File: src/rtl/des_sequencer.sv
// des_sequencer: control FSM for one DES block (IP stage, 16 Feistel rounds, FP stage)
// Ports: clk/set (async active-high reset); start/decrypt/busy/done/error to the crypto front-end;
// ip_set/ip_status and fp_set/fp_status to the permutation stages; rnd_start/rnd_done to the round
// engine; round_idx/key_idx/key_shift/key_dir to the key schedule.
// Optional macro DES_SEQ_CYCLE_COUNT_EN adds cycles_last, the busy-cycle count of the last completed block.
module des_sequencer #(
  parameter int NUM_ROUNDS     = 16,
  parameter int TIMEOUT_CYCLES = 255,
  parameter int TW             = 8
) (
  input  logic       clk,
  input  logic       set,
  input  logic       start,
  input  logic       decrypt,
  output logic       busy,
  output logic       done,
  output logic       error,
  output logic       ip_set,
  input  logic       ip_status,
  output logic       rnd_start,
  input  logic       rnd_done,
  output logic [3:0] round_idx,
  output logic [3:0] key_idx,
  output logic [1:0] key_shift,
  output logic       key_dir,
  output logic       fp_set,
  input  logic       fp_status
`ifdef DES_SEQ_CYCLE_COUNT_EN
  ,
  output logic [15:0] cycles_last
`endif
);
  typedef enum logic [2:0] {IDLE, IP_RUN, RND_START, RND_WAIT, FP_RUN, DONE} state_t;
  localparam logic [3:0] LAST = 4'(NUM_ROUNDS - 1);
  state_t state_q, state_d;
  logic [3:0] round_q, round_d;
  logic dec_q, dec_d, err_q, err_d, waiting;
  logic [TW-1:0] wd_q, wd_d;
  always_comb begin
    state_d = state_q;
    round_d = round_q;
    dec_d   = dec_q;
    err_d   = err_q;
    wd_d    = '0;
    waiting = state_q == IP_RUN || state_q == RND_WAIT || state_q == FP_RUN;
    case (state_q)
      IDLE: if (start) begin
        state_d = IP_RUN;
        dec_d   = decrypt;
        err_d   = 1'b0;
        round_d = 4'd0;
      end
      IP_RUN:    if (ip_status) state_d = RND_START;
      RND_START: state_d = RND_WAIT;
      RND_WAIT: if (rnd_done) begin
        state_d = round_q == LAST ? FP_RUN : RND_START;
        round_d = round_q == LAST ? round_q : round_q + 4'd1;
      end
      FP_RUN:    if (fp_status) state_d = DONE;
      DONE:      state_d = IDLE;
      default:   state_d = IDLE;
    endcase
    // the counter survives only while a wait state persists; any transition leaves it cleared
    if (waiting && state_d == state_q) begin
      if (TIMEOUT_CYCLES != 0 && wd_q == TW'(TIMEOUT_CYCLES - 1)) begin
        state_d = IDLE;
        err_d   = 1'b1;
      end else begin
        wd_d = wd_q + TW'(1);
      end
    end
  end
  always_ff @(posedge clk or posedge set) begin
    if (set) begin
      state_q <= IDLE;
      round_q <= 4'd0;
      dec_q   <= 1'b0;
      err_q   <= 1'b0;
      wd_q    <= '0;
    end else begin
      state_q <= state_d;
      round_q <= round_d;
      dec_q   <= dec_d;
      err_q   <= err_d;
      wd_q    <= wd_d;
    end
  end
  assign busy      = state_q != IDLE;
  assign done      = state_q == DONE;
  assign error     = err_q;
  assign ip_set    = state_q == IDLE;
  assign fp_set    = !(state_q == FP_RUN || state_q == DONE);
  assign rnd_start = state_q == RND_START;
  assign round_idx = round_q;
  assign key_idx   = dec_q ? LAST - round_q : round_q;
  assign key_dir   = dec_q;
  // single-bit rotations fall on rounds 0,1,8,15; decrypt round 0 uses the unrotated key
  assign key_shift = state_q == IDLE ? 2'd0 :
                     !(round_q == 4'd0 || round_q == 4'd1 || round_q == 4'd8 || round_q == 4'd15) ? 2'd2 :
                     (dec_q && round_q == 4'd0) ? 2'd0 : 2'd1;
`ifdef DES_SEQ_CYCLE_COUNT_EN
  logic [15:0] cnt_q, cnt_d, cyc_q, cyc_d;
  always_comb begin
    cnt_d = (state_q == IDLE && start) ? 16'd0 : (busy && cnt_q != 16'hFFFF) ? cnt_q + 16'd1 : cnt_q;
    cyc_d = state_q == DONE ? cnt_q : cyc_q;
  end
  always_ff @(posedge clk or posedge set) begin
    if (set) begin
      cnt_q <= 16'd0;
      cyc_q <= 16'd0;
    end else begin
      cnt_q <= cnt_d;
      cyc_q <= cyc_d;
    end
  end
  assign cycles_last = cyc_q;
`endif
endmodule

File: config.mk
export PLATFORM = sky130hd
export DESIGN_NAME = des_sequencer
export DESIGN_NICKNAME = d
export VERILOG_FILES = /design/src/rtl/des_sequencer.sv
export SDC_FILE = /design/constraint.sdc
export NUM_CORES = 1
export LEC_CHECK = 0
export CORE_ASPECT_RATIO = 0.9
export CORE_MARGIN = 3
export CORE_UTILIZATION = 40
export DETAILED_ROUTE_END_ITERATION = 10
export PLACE_DENSITY = 0.76
export SLEW_MARGIN = 20
export SYNTH_ARGS = -nofsm -noshare
export SYNTH_HDL_FRONTEND = slang
export SYNTH_SLANG_ARGS = --single-unit
export TNS_END_PERCENT = 20
File: constraint.sdc
create_clock -name clk -period 1.7 [get_ports clk]
set_input_delay 0.425 -clock clk [delete_from_list [all_inputs] [get_ports clk]]
set_output_delay 0.425 -clock clk [all_outputs]
set_load 0.02 [all_outputs]
* Word level (Yosys, flattened, before mapping) *
Index checks and enable logic that the tools add are counted.

cells by class
  equality and inequality tests = 13
  reductions and logical operators = 15
  add/subtract/negate cells = 3
  multiplexer cells = 22

operators with widths
  cell                 count
  $mux 3               7
  $mux 4               4
  $mux 8               2
  $pmux 3 s5           1
  $add 8x1->8 const B  1
  $eq 4x4->1 const B   2
  $eq 8x8->1 const B   1
  $pmux 4 s2           1
  $eq 3x2->1 const B   2
  $eq 3x3->1 const B   2
  $logic_or 1x1->1     6
  $ne 2x2->1 const B   3
  $mux 1               5
  $add 4x1->4 const B  1
  $eq 4x1->1 const B   1
  $logic_not 4->1      1
  $mux 2               2
  $reduce_and 4->1     1
  $sub 4x4->4 const A  1
  $eq 3x1->1 const B   1
  $eq 3x3->1           1
  $logic_not 3->1      1
  $reduce_bool 3->1    1
  $logic_and 1x1->1    2
  other kinds (3)      3

storage, ports and cells
  flip-flop bits (word level) = 17
  output and inout port bits = 17

* Longest topological paths before layout *
  word-level depth = 7
  mapped depth = 6
  mapped depth without buffers = 5

* Worst setup path after synthesis *
No wires, ideal clock.

  kind = reg2out
  from = register round_q[0], in the netlist round_idx[0]
  to = output key_shift[0]
  setup slack = -0.414 ns
  data arrival time = 1.689 ns
  cell stages (with the launch flop) = 5
  required time = 1.275 ns
  path buffers = 0
  cells stage by stage = dfrtp_1 ha_1 nand3_1 o21a_1 a311oi_1

on the way
  word-level cells in the longest chain between the ends = 6
  elaborated cells on any way between the ends = 11
  those cells by class = eq/ne: 3; mux: 3; reduce/logical: 5

ends and longest elaborated chain
  item                                           RTL line  RTL
  start, declared                                36        logic [3:0] round_q, round_d;
  start signal, assigned                         82        round_q <= round_d;
  $eq 4x1->1 or $logic_not 4->1 (tied branches)  99, 100
  $logic_or 1x1->1 (3 in a row)                  99        !(round_q == 4'd0 || round_q == 4'd1 || round_q == 4'd8 || round_q == 4'd15) ? 2'd2 :
  $mux 2 (*)                                     99
  $mux 2 (*)                                     98        assign key_shift = state_q == IDLE ? 2'd0 :
  end, declared                                  24        output logic [1:0] key_shift,

Every way passes the cells marked *; elsewhere a longest branch is shown, timed or not.

* Worst setup path after layout *
Same ends and word-level chain as after synthesis.

==> flow_summary.html <==
<table>
<tr><th>Metric</th><th>Value</th></tr>
<tr><th colspan="2">Status</th></tr>
<tr><td>Run status</td><td>finished with violations</td></tr>
<tr><td>Violated checks</td><td>setup timing</td></tr>
<tr><th colspan="2">Min path</th></tr>
<tr><td>Path class of the lowest-slack min-delay path</td><td>input port to asynchronous set/reset pin</td></tr>
<tr><th colspan="2">STA</th></tr>
<tr><td>Worst relative slew slack</td><td>80.1%</td></tr>
<tr><td>Max-slew violation total from the final report</td><td>0</td></tr>
<tr><td>Unrepaired setup endpoints after global routing</td><td>true</td></tr>
<tr><td>Worst Max-Slew Pin Slew</td><td>298 ps</td></tr>
<tr><td>Share of the clock period used by the worst path after layout</td><td>118%</td></tr>
<tr><td>Final hold vios</td><td>0</td></tr>
<tr><td>Max frequency</td><td>497 MHz</td></tr>
<tr><td>Min Tclk post-route</td><td>2010 ps</td></tr>
<tr><td>Worst Clk Skew</td><td>1.07 ps</td></tr>
<tr><td>Setup_tns</td><td>-2050 ps</td></tr>
<tr><td>Count of final setup violators</td><td>13</td></tr>
<tr><td>Worst hold slack across all endpoints</td><td>437 ps</td></tr>
<tr><td>Worst Setup Slack, final</td><td>-314 ps</td></tr>
<tr><th colspan="2">Route</th></tr>
<tr><td>Wire per inst</td><td>13.6 µm</td></tr>
<tr><td>Vias per cell</td><td>5.07</td></tr>
<tr><td>Post-Route WL</td><td>2.58 mm</td></tr>
<tr><td>Remaining number of nets flagged by the antenna check after routing</td><td>0</td></tr>
<tr><td>Routed via count</td><td>963</td></tr>
<tr><td>Initial DRC Count</td><td>46</td></tr>
<tr><td>DRT Pass-1 Iters</td><td>4</td></tr>
<tr><td># DRC</td><td>0</td></tr>
<tr><th colspan="2">CTS</th></tr>
<tr><td>Number of hold-repair buffers added at the cts stage</td><td>0</td></tr>
<tr><td>CTS clock-pin slew for the worst setup and hold paths</td><td>90 ps</td></tr>
<tr><td>Clock tree from TritonCTS</td><td>done</td></tr>
<tr><td>Clk buf depth</td><td>2</td></tr>
<tr><td>Skew-Pair Late Insertion Delay</td><td>280 ps</td></tr>
<tr><td>CTS sink count</td><td>17</td></tr>
<tr><td>Maximum level of the CTS H-tree</td><td>1</td></tr>
<tr><td>Number of buffers created by CTS</td><td>3</td></tr>
<tr><td>Cell at the root of the clock tree</td><td>sky130_fd_sc_hd__clkbuf_4</td></tr>
<tr><th colspan="2">Placement</th></tr>
<tr><td>Final RePlAce weighted congestion</td><td>0.804</td></tr>
<tr><td>Number of input and output port buffers inserted</td><td>23</td></tr>
<tr><td># placed instances</td><td>180</td></tr>
<tr><td>Final HPWL DP</td><td>1.80 mm</td></tr>
<tr><th colspan="2">Floorplanning</th></tr>
<tr><td>Area of the die</td><td>3320 µm²</td></tr>
<tr><td>Starting density of the core</td><td>42.8%</td></tr>
<tr><td>Overall die width</td><td>60.4 µm</td></tr>
<tr><td>Core Rows</td><td>17</td></tr>
<tr><td>I/O pin count</td><td>24</td></tr>
<tr><td>Area of the placeable core</td><td>2490 µm²</td></tr>
<tr><td>Y dimension of the die</td><td>55.0 µm</td></tr>
<tr><th colspan="2">Pwr</th></tr>
<tr><td>Worst-case vdd ir drop</td><td>1.55 mV</td></tr>
<tr><td>Leak Pwr</td><td>0.738 nW</td></tr>
<tr><td>Power density relative to cell area</td><td>1650 nW/µm²</td></tr>
<tr><th colspan="2">Flow run</th></tr>
<tr><td>Max-cap violation count</td><td>0</td></tr>
<tr><th colspan="2">Synthesis</th></tr>
<tr><td>Post-synthesis compound-gate area fraction</td><td>9.04%</td></tr>
<tr><td>Sequential cell area fraction in the yosys report</td><td>39.9%</td></tr>
<tr><td>#FFs+latches synth</td><td>17</td></tr>
<tr><td>Async set-reset flop share out of synthesis</td><td>100%</td></tr>
<tr><td>Number of instances in the synthesized netlist</td><td>112</td></tr>
<tr><td>Area of the mapped netlist</td><td>1070 µm²</td></tr>
<tr><td>Avg Synthesized Cell Area</td><td>9.52 µm²</td></tr>
<tr><td>Most used flip-flop cell after synthesis</td><td>sky130_fd_sc_hd__dfrtp_1</td></tr>
<tr><td>Post-Synth Simple-Gate Area</td><td>27.8%</td></tr>
<tr><td>Count of yosys warnings during synthesis</td><td>0</td></tr>
<tr><td>Number of distinct library cells after synthesis</td><td>36</td></tr>
<tr><td>Main combinational cell family by area after synthesis</td><td>simple AND/OR/NAND/NOR gates</td></tr>
<tr><td>Post-synthesis net count</td><td>124</td></tr>
<tr><td>Adder-cell area share of the yosys netlist</td><td>5.87%</td></tr>
<tr><td>Xor/xnor share of the synthesized area</td><td>9.04%</td></tr>
<tr><td>Multiplexer share of the synthesized area</td><td>2.11%</td></tr>
<tr><td>Count of flip-flops with a built-in enable after synthesis</td><td>0</td></tr>
<tr><th colspan="2">Worst setup path</th></tr>
<tr><td>Startpoint of the lowest-slack register-to-register path</td><td>state_q[1]</td></tr>
<tr><td>Path type of the worst setup path</td><td>flip-flop to primary output</td></tr>
<tr><td>Crit path DAT</td><td>1590 ps</td></tr>
<tr><td>Internal reg-to-reg setup slack</td><td>-180 ps</td></tr>
<tr><td>Worst-case reg-to-reg path depth</td><td>5</td></tr>
<tr><td>Reg-to-Reg End</td><td>wd_q[3]</td></tr>
<tr><td>Worst Setup End Kind</td><td>primary output</td></tr>
<tr><td>CP Launch Type</td><td>flip-flop</td></tr>
<tr><td>Max Fanout on Critical Path</td><td>5</td></tr>
<tr><td>Worst Path Required</td><td>1270 ps</td></tr>
<tr><th colspan="2">GRT</th></tr>
<tr><td>Initial antenna violation count</td><td>0</td></tr>
<tr><td>Overflow after GRT</td><td>0</td></tr>
<tr><td>Global-route wire length before repair</td><td>4.11 mm</td></tr>
<tr><td>Pin count of the biggest net entering global routing</td><td>18</td></tr>
<tr><td>Number of global-route vias before repair</td><td>949</td></tr>
<tr><td>Aggregate global-route resource usage</td><td>16.8%</td></tr>
<tr><th colspan="2">Cells and area</th></tr>
<tr><td>Ant diodes</td><td>0</td></tr>
<tr><td>Share of layout cells above drive strength 1</td><td>44.4%</td></tr>
<tr><td>Filler cell count</td><td>184</td></tr>
<tr><td>Number of cells in the finished layout apart from fillers</td><td>190</td></tr>
<tr><td>FF+latch area</td><td>430 µm²</td></tr>
<tr><td>Synthesis-to-layout area growth</td><td>51.1%</td></tr>
<tr><td>Number of nets at the end of the flow</td><td>175</td></tr>
<tr><td>Top library cells by usage in the layout, fill and taps aside</td><td>30 x sky130_fd_sc_hd__buf_4, 13 x sky130_fd_sc_hd__dfrtp_1</td></tr>
<tr><td>Area occupied by multi-input gates</td><td>654 µm²</td></tr>
<tr><td>Most common cell after layout, fill and taps aside</td><td>sky130_fd_sc_hd__buf_4</td></tr>
</table>
[kinds of logic after synthesis]
group	after synthesis
simple gates	49
flops	17
compound gates	15
buf+inv	13
xor+xnor	11
fa+ha+maj	5
mux	2
[area by class of cell]
type                    count  area share [%]
flip-flops and latches     17            26.7
multi-input cells          82            40.6
repair buffers             52            27.0
inverters                   7            1.79
clock buffers               4            1.63
well taps                  28            2.18
[state kept, by name, summed over array words and instances, names as in the netlist]
name and cells:
error 1, key_dir 1, round_idx 4, state_q 3
wd_q 8
[stage by stage]
stage               util [%]  area, µm²  total power (W)  worst slack, ps
floorplan                  -       1110          0.00157            -17.7
global placement        60.3       1500          0.00229             -450
detailed placement      60.3       1500          0.00233             -510
CTS                     61.9       1540          0.00254             -298
global route            64.7       1610          0.00286             -384
finish                  64.7       1610          0.00266             -314
[where the power goes]
part	total, W	switching, W	internal (W)
combinational	0.00181	0.000909	0.000897
sequential	0.000645	0.000131	0.000514
clock	0.000210	0.000119	0.0000911
[synthesized netlist by cell type, drive strengths merged, types with 3 or more instances]
cell type   n  area [µm²]
xnor2       3        26.3
nor2       15        76.3
buf         4        32.5
a21oi       6        30.0
nand3       8        40.0
nand2b      3        26.3
nand2       7        26.3
nor2b       3        18.8
dfrtp      17         425
inv         7        26.3
xor2        8        70.1
ha          5        62.6
[worst max-delay path by stage]
stage / startpoint / endpoint / slack, ps
finish: round_idx[0] / key_shift[0] / -310
global route: round_idx[0] / key_shift[0] / -380
CTS: round_idx[1] / key_shift[0] / -300
detailed placement: ip_status / wd_q[5] / -510
global placement: round_idx[1] / key_shift[0] / -450
floorplan: state_q[2] / wd_q[3] / -20
[metal layers]
layer | wire (µm) | part of all wire, % | vias up | global-route usage, %
met3 | 150 | 5.8 | 6 | 3.48
met2 | 1280 | 50 | 26 | 28.6
met1 | 1100 | 43 | 447 | 20.8
met4 | 50 | 1.9 | 0 | 7.58
met5 | 0 | 0 | - | 0
li1 | - | - | 484 | -
[repair_timing]
| item | 4_1_cts | 5_1_grt |
|---|---|---|
| gates resized for setup | 68 | 10 |
| endpoints found under the setup margin | 24 | 22 |
| pin swaps | 9 | 6 |
| buffers inserted | 1 | 5 |
[critical path, cell delays in order (launching register included)]
cell                       delay [ps]
sky130_fd_sc_hd__dfrtp_2          470
sky130_fd_sc_hd__inv_2             90
sky130_fd_sc_hd__ha_4             140
sky130_fd_sc_hd__a21oi_2           30
sky130_fd_sc_hd__o21a_1           210
sky130_fd_sc_hd__a311oi_4         210
sky130_fd_sc_hd__buf_6            150
Power figures use the tool's default switching activity.
